`src/rtl/mips_alu_pkg.sv`:
```
// rtl/mips_alu_pkg.sv - func codes and mul/div sequencer state encodings shared across EX
package mips_alu_pkg;

    localparam logic [5:0] FN_MFHI  = 6'b010000;
    localparam logic [5:0] FN_MTHI  = 6'b010001;
    localparam logic [5:0] FN_MFLO  = 6'b010010;
    localparam logic [5:0] FN_MTLO  = 6'b010011;
    localparam logic [5:0] FN_MULT  = 6'b011000;
    localparam logic [5:0] FN_MULTU = 6'b011001;
    localparam logic [5:0] FN_DIV   = 6'b011010;
    localparam logic [5:0] FN_DIVU  = 6'b011011;

    typedef enum logic [1:0] {
        ST_IDLE = 2'd0,
        ST_RUN  = 2'd1,
        ST_FIX  = 2'd2
    } md_state_t;

    // MULT/MULTU/DIV/DIVU share the 0110xx prefix; the HI/LO moves share 0100xx.
    function automatic logic is_arith(input logic [5:0] f);
        return f[5:2] == 4'b0110;
    endfunction

    function automatic logic is_hilo_op(input logic [5:0] f);
        return (f[5:2] == 4'b0110) || (f[5:2] == 4'b0100);
    endfunction

endpackage

```
`src/rtl/muldiv_step.sv`:
```
// rtl/muldiv_step.sv - one radix-2 iteration: shift-add multiply or restoring divide
module muldiv_step #(
    parameter int WIDTH = 32
) (
    input  logic             is_div,
    input  logic [WIDTH-1:0] hi_in,
    input  logic [WIDTH-1:0] lo_in,
    input  logic [WIDTH-1:0] op,
    output logic [WIDTH-1:0] hi_out,
    output logic [WIDTH-1:0] lo_out
);

    logic [WIDTH:0]   mul_sum;
    logic [WIDTH:0]   shifted;
    logic [WIDTH-1:0] diff;
    logic             fits;

    // Multiply: lo holds the unconsumed multiplier bits and fills with product bits from the top.
    // Divide: lo holds the dividend and fills with quotient bits from the bottom; hi is the remainder.
    always_comb begin
        mul_sum = {1'b0, hi_in} + {1'b0, (lo_in[0] ? op : {WIDTH{1'b0}})};
        shifted = {hi_in, lo_in[WIDTH-1]};
        fits    = shifted >= {1'b0, op};
        diff    = shifted[WIDTH-1:0] - op;
        hi_out  = mul_sum[WIDTH:1];
        lo_out  = {mul_sum[0], lo_in[WIDTH-1:1]};
        if (is_div) begin
            hi_out = fits ? diff : shifted[WIDTH-1:0];
            lo_out = {lo_in[WIDTH-2:0], fits};
        end
    end

endmodule

```
`src/rtl/muldiv_hilo_ctrl.sv`:
```
// rtl/muldiv_hilo_ctrl.sv - iterative MULT/DIV sequencer owning the HI/LO register pair
import mips_alu_pkg::*;

module muldiv_hilo_ctrl #(
    parameter int WIDTH = 32,
    parameter int CNT_W = 6
) (
    input  logic             clk,
    input  logic             rst_n,
    input  logic             start,
    input  logic [5:0]       func,
    input  logic [WIDTH-1:0] a,
    input  logic [WIDTH-1:0] b,
    output logic             busy,
    output logic             stall,
    output logic             done,
    output logic [WIDTH-1:0] rd_data,
    output logic [WIDTH-1:0] hi,
    output logic [WIDTH-1:0] lo
);

    md_state_t        state, state_nxt;
    logic [CNT_W-1:0] cnt;
    logic [WIDTH-1:0] r_hi, r_lo, r_op;
    logic [WIDTH-1:0] step_hi, step_lo;
    logic             is_div_q, neg_res_q, neg_a_q;

    logic             accept, op_div, a_neg, b_neg;
    logic [WIDTH-1:0] a_mag, b_mag;
    logic [2*WIDTH-1:0] prod, prod_fix;
    logic [WIDTH-1:0] fix_hi, fix_lo;

    assign busy   = (state != ST_IDLE);
    assign stall  = start && is_hilo_op(func) && busy;
    assign accept = start && is_arith(func) && (state == ST_IDLE);
    assign op_div = func[1];

    // Even func codes are the signed variants; unsigned ops take operands as-is.
    always_comb begin
        a_neg = ~func[0] & a[WIDTH-1];
        b_neg = ~func[0] & b[WIDTH-1];
        a_mag = a_neg ? -a : a;
        b_mag = b_neg ? -b : b;
    end

    muldiv_step #(.WIDTH(WIDTH)) u_step (
        .is_div (is_div_q),
        .hi_in  (r_hi),
        .lo_in  (r_lo),
        .op     (r_op),
        .hi_out (step_hi),
        .lo_out (step_lo)
    );

    // A zero divisor magnitude means b was zero: hand back the dividend untouched.
    always_comb begin
        prod     = {r_hi, r_lo};
        prod_fix = neg_res_q ? -prod : prod;
        fix_hi   = prod_fix[2*WIDTH-1:WIDTH];
        fix_lo   = prod_fix[WIDTH-1:0];
        if (is_div_q) begin
            if (r_op == '0) begin
                fix_hi = neg_a_q ? -r_lo : r_lo;
                fix_lo = {WIDTH{1'b1}};
            end else begin
                fix_hi = neg_a_q ? -r_hi : r_hi;
                fix_lo = neg_res_q ? -r_lo : r_lo;
            end
        end
    end

    always_comb begin
        case (func)
            FN_MFHI: rd_data = hi;
            FN_MFLO: rd_data = lo;
            default: rd_data = '0;
        endcase
    end

    always_ff @(posedge clk or negedge rst_n) begin
        if (!rst_n) state <= ST_IDLE;
        else        state <= state_nxt;
    end

    always_comb begin
        state_nxt = state;
        case (state)
            ST_IDLE: if (accept) state_nxt = (op_div && b == '0) ? ST_FIX : ST_RUN;
            ST_RUN:  if (cnt == CNT_W'(WIDTH - 1)) state_nxt = ST_FIX;
            ST_FIX:  state_nxt = ST_IDLE;
            default: state_nxt = ST_IDLE;
        endcase
    end

    always_ff @(posedge clk or negedge rst_n) begin
        if (!rst_n) begin
            cnt       <= '0;
            r_hi      <= '0;
            r_lo      <= '0;
            r_op      <= '0;
            is_div_q  <= 1'b0;
            neg_res_q <= 1'b0;
            neg_a_q   <= 1'b0;
            hi        <= '0;
            lo        <= '0;
            done      <= 1'b0;
        end else begin
            done <= 1'b0;
            case (state)
                ST_IDLE: begin
                    if (accept) begin
                        cnt       <= '0;
                        r_hi      <= '0;
                        r_lo      <= op_div ? a_mag : b_mag;
                        r_op      <= op_div ? b_mag : a_mag;
                        is_div_q  <= op_div;
                        neg_res_q <= a_neg ^ b_neg;
                        neg_a_q   <= a_neg;
                    end else if (start && func == FN_MTHI) begin
                        hi <= a;
                    end else if (start && func == FN_MTLO) begin
                        lo <= a;
                    end
                end
                ST_RUN: begin
                    r_hi <= step_hi;
                    r_lo <= step_lo;
                    cnt  <= cnt + 1'b1;
                end
                ST_FIX: begin
                    hi   <= fix_hi;
                    lo   <= fix_lo;
                    done <= 1'b1;
                end
                default: ;
            endcase
        end
    end

endmodule
```
`config.mk`:
```
export PLATFORM = sky130hd
export DESIGN_NAME = muldiv_hilo_ctrl
export DESIGN_NICKNAME = d
export VERILOG_FILES = /design/src/rtl/mips_alu_pkg.sv /design/src/rtl/muldiv_step.sv /design/src/rtl/muldiv_hilo_ctrl.sv
export SDC_FILE = /design/constraint.sdc
export NUM_CORES = 1
export LEC_CHECK = 0
export CAP_MARGIN = 40
export CORE_ASPECT_RATIO = 1.25
export CORE_MARGIN = 2
export CORE_UTILIZATION = 55
export CTS_CLUSTER_DIAMETER = 40
export CTS_CLUSTER_SIZE = 25
export DETAILED_ROUTE_END_ITERATION = 8
export GPL_TIMING_DRIVEN = 0
export HOLD_SLACK_MARGIN = 0.1
export PLACE_DENSITY = 0.76
export SYNTH_ARGS = -nofsm -noshare
export SYNTH_HDL_FRONTEND = slang
export SYNTH_SLANG_ARGS = --single-unit
```
`constraint.sdc`:
```
create_clock -name clk -period 6.6 [get_ports clk]
set_input_delay 1.98 -clock clk [delete_from_list [all_inputs] [get_ports clk]]
set_output_delay 1.98 -clock clk [all_outputs]
set_load 0.01 [all_outputs]
```
-- Word level (Yosys, flattened, before mapping)
Index checks and enable logic that the tools add are counted.
- bits in registers: 172
- output and inout port bits: 99
- add/subtract/negate cells: 8
- $lt $le $gt $ge: 1
- eq/ne operators: 15
- muxes and demuxes: 35
- bitwise operators: 4
- reductions and logical operators: 19
- operators by type and width (operator ; count):
    two-way mux 32 bit ; 22
    case mux 32 bit (2 select lines) ; 5
    negator 32 bit ; 4
    logical NOT 32 bit ; 2
    two-way mux 64 bit ; 1
    negator 64 bit ; 1
    adder 32 x 32 -> 33 bit ; 1
    >= comparator 33 x 32 -> 1 bit ; 1
    subtractor 32 bit ; 1
    equality test 6 x 5 -> 1 bit, second input constant ; 5
    case mux 6 bit (2 select lines) ; 1
    equality test 4 x 3 -> 1 bit, second input constant ; 2
    inequality test 2 bit, second input constant ; 4
    logical AND 1 bit ; 7
    adder 6 x 1 -> 6 bit, second input constant ; 1
    two-way mux 2 bit ; 3
    two-way mux 6 bit ; 1
    AND reduction 2 bit ; 3
    nonzero test 2 bit ; 3
    inequality test 2 x 1 -> 1 bit, second input constant ; 2
    case mux 2 bit (2 select lines) ; 1
    AND reduction 4 bit ; 1
    AND reduction 3 bit ; 1
    AND 1 bit ; 2
    other kinds (7) ; 7

-- Logic depth before layout (Yosys ltp)
Gate-level depths: netlist of run 1.
- word-level depth: 6
- gate-level depth with buffers: 15
- gate-level depth less buffers: 14

-- Cells and area by module
From an unflattened synthesis of run 1, not the netlist that was laid out.
- cells, all modules: 2192
- area total of the unflattened synthesis: 17090.1 µm²
- by module, submodules not included (module ; times used ; cells each ; area each (µm²) ; sequential area each (µm²)):
    muldiv_hilo_ctrl ; 1 ; 1521 ; 12391.9 ; 4304.1
    muldiv_step ; 1 ; 671 ; 4698.3 ; 0.0

-- Worst setup path before layout of run 1
Ideal clock, no wire load.
- kind: input port to output port
- start point: in func[1]
- end point: out rd_data[0]
- arrival time: 3.225 ns
- data required time: 4.620 ns
- slack: 1.395 ns
- cell stages on the path: 5
- cells stage by stage: clkbuf_1 clkbuf_1 clkbuf_1 mux2i_1 nor2_1
- cells in the longest elaborated chain, start to end: 2
- elaborated cells on any way between the ends: 3
- classes of those cells: 2 x eq/ne; 1 x mux
- ends and longest elaborated chain (what ; line ; source):
    from (decl) ; muldiv_hilo_ctrl.sv:11 ; input logic [5:0] func,
    equality test 6 x 5 -> 1 bit ; muldiv_hilo_ctrl.sv:73 ; case (func)
    case mux 32 bit (2 select lines) (*) ; muldiv_hilo_ctrl.sv:73 ;
    to (decl) ; muldiv_hilo_ctrl.sv:17 ; output logic [WIDTH-1:0] rd_data,
Every way passes the cells marked *; elsewhere a longest branch is shown, timed or not.

-- Worst setup path in the final report of run 1
- start point: in func[0]
- end point: out rd_data[27]
Same word-level chain as after synthesis.

==> results of run 1 <==
power by group through the flow:
stage	sequential [mW]	clock, mW	combinational [mW]
2_1_floorplan	1.51	0	2.96
3_3_place_gp	1.64	0	3.94
3_5_place_dp	1.64	0	4.02
4_1_cts	1.62	1.01	4.04
5_1_grt	1.66	1.05	4.50
6_report	1.65	1.02	4.13
cell families (layout without fill, tap and decap cells):
family / after synthesis / after routing / share of synthesized area
xor+xnor: 228 / 228 / 0.120
buf+inv: 236 / 439 / 0.0556
simple gates: 666 / 666 / 0.187
mux: 94 / 94 / 0.0575
fa+ha+maj: 71 / 71 / 0.0543
compound gates: 705 / 705 / 0.266
flops: 172 / 172 / 0.259
metal layers:
layer  GRT usage  share of wire  vias to the layer above
met5           0              0                        -
met4       0.328          0.080                        0
met3      0.0661          0.077                      313
met2       0.719           0.47                     1001
met1       0.478           0.37                     8299
li1            -              -                     8193
tightest hold or removal path: stages, from the launching register on:
cell	delay, ps
dfrtp_1	360
nand2_1	50
o31ai_1	50
Yosys cell counts, drive strengths merged, types with 18 or more instances:
master | number | area share
or3 | 34 | 0.014
nand2 | 274 | 0.062
mux2i | 90 | 0.054
nand3 | 24 | 0.0072
a21o | 41 | 0.019
clkbuf | 142 | 0.032
nor2b | 18 | 0.0068
a21oi | 152 | 0.046
ha | 69 | 0.052
o31ai | 31 | 0.014
xnor2 | 130 | 0.068
a211oi | 50 | 0.023
o21ai | 213 | 0.064
o22ai | 27 | 0.010
o211ai | 54 | 0.024
dfrtp | 172 | 0.26
nor4 | 24 | 0.010
nor3 | 23 | 0.0069
inv | 67 | 0.015
xor2 | 98 | 0.052
nor2 | 179 | 0.040
buf | 27 | 0.0084
a22oi | 38 | 0.017
registers in the layout, indices dropped and copies added (netlist names):
signal	flops
neg_a_q	1
r_lo	32
hi	32
done	1
state	2
cnt	6
r_op	32
lo	32
r_hi	32
neg_res_q	1
is_div_q	1
final timing paths:
path,start,to,slack [ps],depth (start not counted)
max,func[0],rd_data[27],140,6
min,hi[9],hi[9],510,2
max reg2reg,r_lo[0],r_hi[29],1580,15
min reg2reg,hi[9],hi[9],510,2
max in group asynchronous,rst_n,lo[27],4210,2
min in group asynchronous,rst_n,r_hi[7],1460,1
cell type report:
class / count / area share
multi-input cells: 1764 / 0.587
flip-flops and latches: 172 / 0.221
repair buffers: 171 / 0.0891
plain buffers: 169 / 0.0347
well taps: 401 / 0.0258
clock buffers: 18 / 0.0221
inverters: 67 / 0.0129
clock inverters: 14 / 0.00695
repair_timing:
action	4_1_cts	5_1_grt
setup buffers	0	0
hold buffers	0	0
gates resized for setup	0	2
setup endpoints to repair	0	1
==> flow_metrics.tcl, run 1 <==
set metrics [dict create \
    worstSetupStartpointType "input pin" \
    grt_max_degree 99 \
    post-route-period-util 0.979 \
    final_common_cell "nand2_1" \
    p_leak_nw 7.98 \
    synth_enable_flop_cells 0 \
    cts_buffers 17 \
    io_pins 172 \
    grt_usage 0.423 \
    syn_to_final_growth_pct 16.8 \
    drc 0 \
    hp-class "reg2reg" \
    synth_seq_area_share 0.259 \
    grt_overflow 0 \
    dieWidth_um 160 \
    dieArea_sq_mm 0.0317 \
    finalNetCount 2506 \
    antenna_left 0 \
    rsz0062_at_grt "no" \
    yosys_warnings 0 \
    synth_area_per_cell_sq_um 7.66 \
    max_stage_delay_ps 820 \
    synthFlopType "dfrtp_1" \
    fin_hold_ws_ps 506 \
    p_clk_frac 0.150 \
    grt_pass1_vias 17800 \
    synth-seq-cells 172 \
    vias 17800 \
    fp-row-count 71 \
    die_h_um 198 \
    start_util 0.556 \
    gp_congestion 1.03 \
    slew-limit-headroom 0.372 \
    fmax_ghz 0.155 \
    routed_wl_um 67300 \
    ir_worst_vdd_v 0.000283 \
    crit_required_ps 4620 \
    finalCriticalPeriod_ps 6460 \
    layout_common_cells "nand2_1, o21ai_0, nor2_1" \
    path_delay_family "buffers and inverters" \
    p_switching_mw 3.32 \
    p_total_mw 6.80 \
    p_seq_frac 0.242 \
    portBuffers 165 \
    totalNegativeSetupSlack_ps 0 \
    pre_cts_slack_ps 98.7 \
    synth_nets 2316 \
    drv_cap 0 \
    post-route-util 0.649 \
    timing.final.ws_setup_ps 140 \
    cts_tree "done" \
    cp.arrival_ps 4480 \
    cts-root-buf "clkbuf_16" \
    crit_buf_inv 3 \
    first_iter_violations 1539 \
    clock_tree.buffer_depth 2 \
    fin_cells 2776 \
    critical_path_class "in2out" \
    outcome "completed" \
    clk_pin_slew_ps 60 \
    firstDrtPassIters 6 \
    fin_skew_ps 15.8 \
    worstMarginPinSlew_ps 942 \
    htreeDepth 4 \
    crit_fanout 10 \
    drive_gt1_frac 0.0354 \
    slew_violations 0 \
    crit_chain "clkdlybuf4s50_1 > nor2_1 > nand3_1 > clkbuf_1 > nor2_1 > clkdlybuf4s50_1" \
    p_int_mw 3.48 \
    setup_violations 0 \
    power.density_mw_per_mm2 350 \
    synthesis.area_sq_mm 0.0166 \
    wl_per_cell_um 24.2 \
    hold_viol 0 \
    crit_slowest_cell "clkdlybuf4s50_1" \
    regArea_sq_mm 0.00430 \
    viasPerCell 6.41 \
    yosysUniqueCellTypes 80 \
    antenna_cells 0 \
    multi_input_area_sq_mm 0.0114 \
    clock_latency_ps 470 \
    fillCellCount 2677 \
    core_area_sq_mm 0.0299 \
    stdcell_area_sq_mm 0.0194 \
    clock-sinks 172 \
    antenna_found_initial 0 \
    switching_share 0.489 \
    place_hpwl_um 54600 \
    grt_pass1_wl_um 101000 \
    endpoint_kind "output port" \
    async_reset_ff_frac 1.00 \
    comb_power_share 0.608 \
    dpl_cell_area_sq_mm 0.0189 \
    syn_inst 2172 \
    dp.cells 2743 \
]
Power figures use the tool's default switching activity.
==> run 2, diff against run 1 <==
Settings changed: SETUP_SLACK_MARGIN set to 0.2.
==> run 2 against run 1 <==
  * Die area stayed put
  * Register-to-register slack hardly changed
  * Clock skew is 0.79 ps lower
  * Utilization hardly changed
  * Count of clock-buffer cells in the layout stayed put
  * Worst setup slack better by 37 ps
  * Flip-flop and latch count stayed put
  * Hold slack hardly changed
  * Non-clock buffer count stayed put
  * Critical path type unchanged
==> flow_metrics.tcl, run 2 (synthesized netlist as in run 1, its figures left out) <==
set metrics [dict create \
    outcome "completed" \
    timing.final.ws_setup_ps 177 \
    antenna_found_initial 0 \
    cp-endpoint "rd_data[13]" \
    p_seq_frac 0.242 \
    drc 0 \
    p_leak_nw 7.99 \
    cp-startpoint "func[1]" \
    slew-limit-headroom 0.361 \
    wl_per_cell_um 24.2 \
    cts_tree "done" \
    portBuffers 165 \
    drive_gt1_frac 0.0366 \
    cts-root-buf "clkbuf_16" \
    io_pins 172 \
    dieArea_sq_mm 0.0317 \
    switching_share 0.489 \
    core_area_sq_mm 0.0299 \
    rrSetupSlack_ps 1580 \
    vias 17800 \
    p_clk_frac 0.150 \
    die_h_um 198 \
    routed_wl_um 67300 \
    dieWidth_um 160 \
    cp_common_cell "clkbuf_1" \
    post-route-period-util 0.973 \
    p_int_mw 3.48 \
    pre_cts_slack_ps 98.7 \
    grt_max_degree 99 \
    r2r-end "r_hi[29]" \
    antenna_cells 0 \
    grt_pass1_wl_um 101000 \
    grt_overflow 0 \
    finalNetCount 2506 \
    r2r_start "r_lo[0]" \
    clk_pin_slew_ps 60 \
    finalCriticalPeriod_ps 6420 \
    post-cts-setup-buffers 0 \
    syn_to_final_growth_pct 16.9 \
    viasPerCell 6.41 \
    worstSetupStartpointType "input pin" \
    fmax_ghz 0.156 \
    rsz0062_at_grt "yes" \
    clock_tree.buffer_depth 2 \
    p_switching_mw 3.33 \
    reg2reg_depth 15 \
    cts_resized 2 \
    fillCellCount 2674 \
    cp.arrival_ps 4440 \
    firstDrtPassIters 6 \
    cts_hold_buffers 0 \
    fin_skew_ps 15.0 \
    worstMarginPinSlew_ps 959 \
    crit_required_ps 4620 \
    htreeDepth 4 \
    critical_path_class "in2out" \
    grt_pass1_vias 17800 \
    start_util 0.556 \
    hold_viol 0 \
    fp-row-count 71 \
    gp_congestion 1.03 \
    slew_violations 0 \
    final_common_cell "nand2_1" \
    comb_power_share 0.608 \
    drv_cap 0 \
    post-route-util 0.650 \
    max_stage_delay_ps 670 \
    cts_buffers 17 \
    clock-sinks 172 \
    crit_fanout 10 \
    setup_violations 0 \
    clock_latency_ps 470 \
    place_hpwl_um 54600 \
    grt_usage 0.423 \
    crit_chain "clkbuf_1 > buf_1 > clkbuf_1 > buf_8 > mux2i_1 > nor2_1 > clkdlybuf4s50_1" \
    ir_worst_vdd_v 0.000285 \
    antenna_left 0 \
    hp-class "reg2reg" \
    first_iter_violations 1619 \
    crit_slowest_cell "buf_1" \
    endpoint_kind "output port" \
    layout_common_cells "nand2_1, o21ai_0, nor2_1" \
    power.density_mw_per_mm2 350 \
]
[run 2: cell types whose count changed in the layout (fill, tap and decap cells not counted), sizes merged]
cell / delta
clkbuf: -2
buf: +1
clkdlybuf4s15: +1
[run 2: power by group through the flow]
| stage | logic (mW) | clock network [mW] | registers [mW] |
|---|---|---|---|
| floorplan | 2.96 | 0 | 1.51 |
| global placement | 3.94 | 0 | 1.64 |
| detailed placement | 4.02 | 0 | 1.64 |
| CTS | 4.04 | 1.01 | 1.62 |
| global route | 4.50 | 1.05 | 1.66 |
| finish | 4.14 | 1.02 | 1.65 |
[run 2: how the worst min path moves through the flow]
stage / slack [ps] / depth (start not counted) / end / from
2_1_floorplan: 450 / 1 / cnt[5] / cnt[5]
3_3_place_gp: 490 / 2 / lo[13] / lo[13]
3_5_place_dp: 490 / 2 / lo[28] / lo[28]
4_1_cts: 510 / 2 / hi[9] / hi[9]
5_1_grt: 530 / 2 / lo[22] / lo[22]
6_report: 510 / 2 / hi[9] / hi[9]
[run 2: metal layers]
| metal | wire length (um) | vias up | track usage |
|---|---|---|---|
| li1 | - | 8196 | - |
| met1 | 25100 | 8306 | 0.479 |
| met2 | 31900 | 999 | 0.718 |
| met3 | 5110 | 285 | 0.0678 |
| met4 | 5220 | 0 | 0.328 |
| met5 | 0 | - | 0 |
[run 2: cell type report]
cell class | count | area [sq um] | share of cell area
inverters | 67 | 251 | 0.0129
flip-flops and latches | 172 | 4300 | 0.221
multi-input cells | 1764 | 11400 | 0.587
clock buffers | 18 | 429 | 0.0221
clock inverters | 14 | 135 | 0.00695
plain buffers | 169 | 684 | 0.0352
well taps | 401 | 502 | 0.0258
repair buffers | 171 | 1730 | 0.0890
[run 2: worst max-delay path: cells and delay by family]
family | cells | cell delay [ps]
buffers and inverters | 5 | 2110
multiplexers | 1 | 280
AND/OR/NAND/NOR | 1 | 70
[run 2: stage by stage]
| stage | cell area (sq um) | power, mW | setup TNS, ps | hold slack [ps] | instances |
|---|---|---|---|---|---|
| floorplan | 16600 | 4.48 | 0 | 452 | 2172 |
| global placement | 18800 | 5.57 | -605290 | 486 | 2738 |
| detailed placement | 18900 | 5.67 | 0 | 494 | 2743 |
| CTS | 19400 | 6.68 | 0 | 509 | 2775 |
| global route | 19400 | 7.21 | 0 | 530 | 2776 |
| finish | 19400 | 6.80 | 0 | 506 | 2776 |
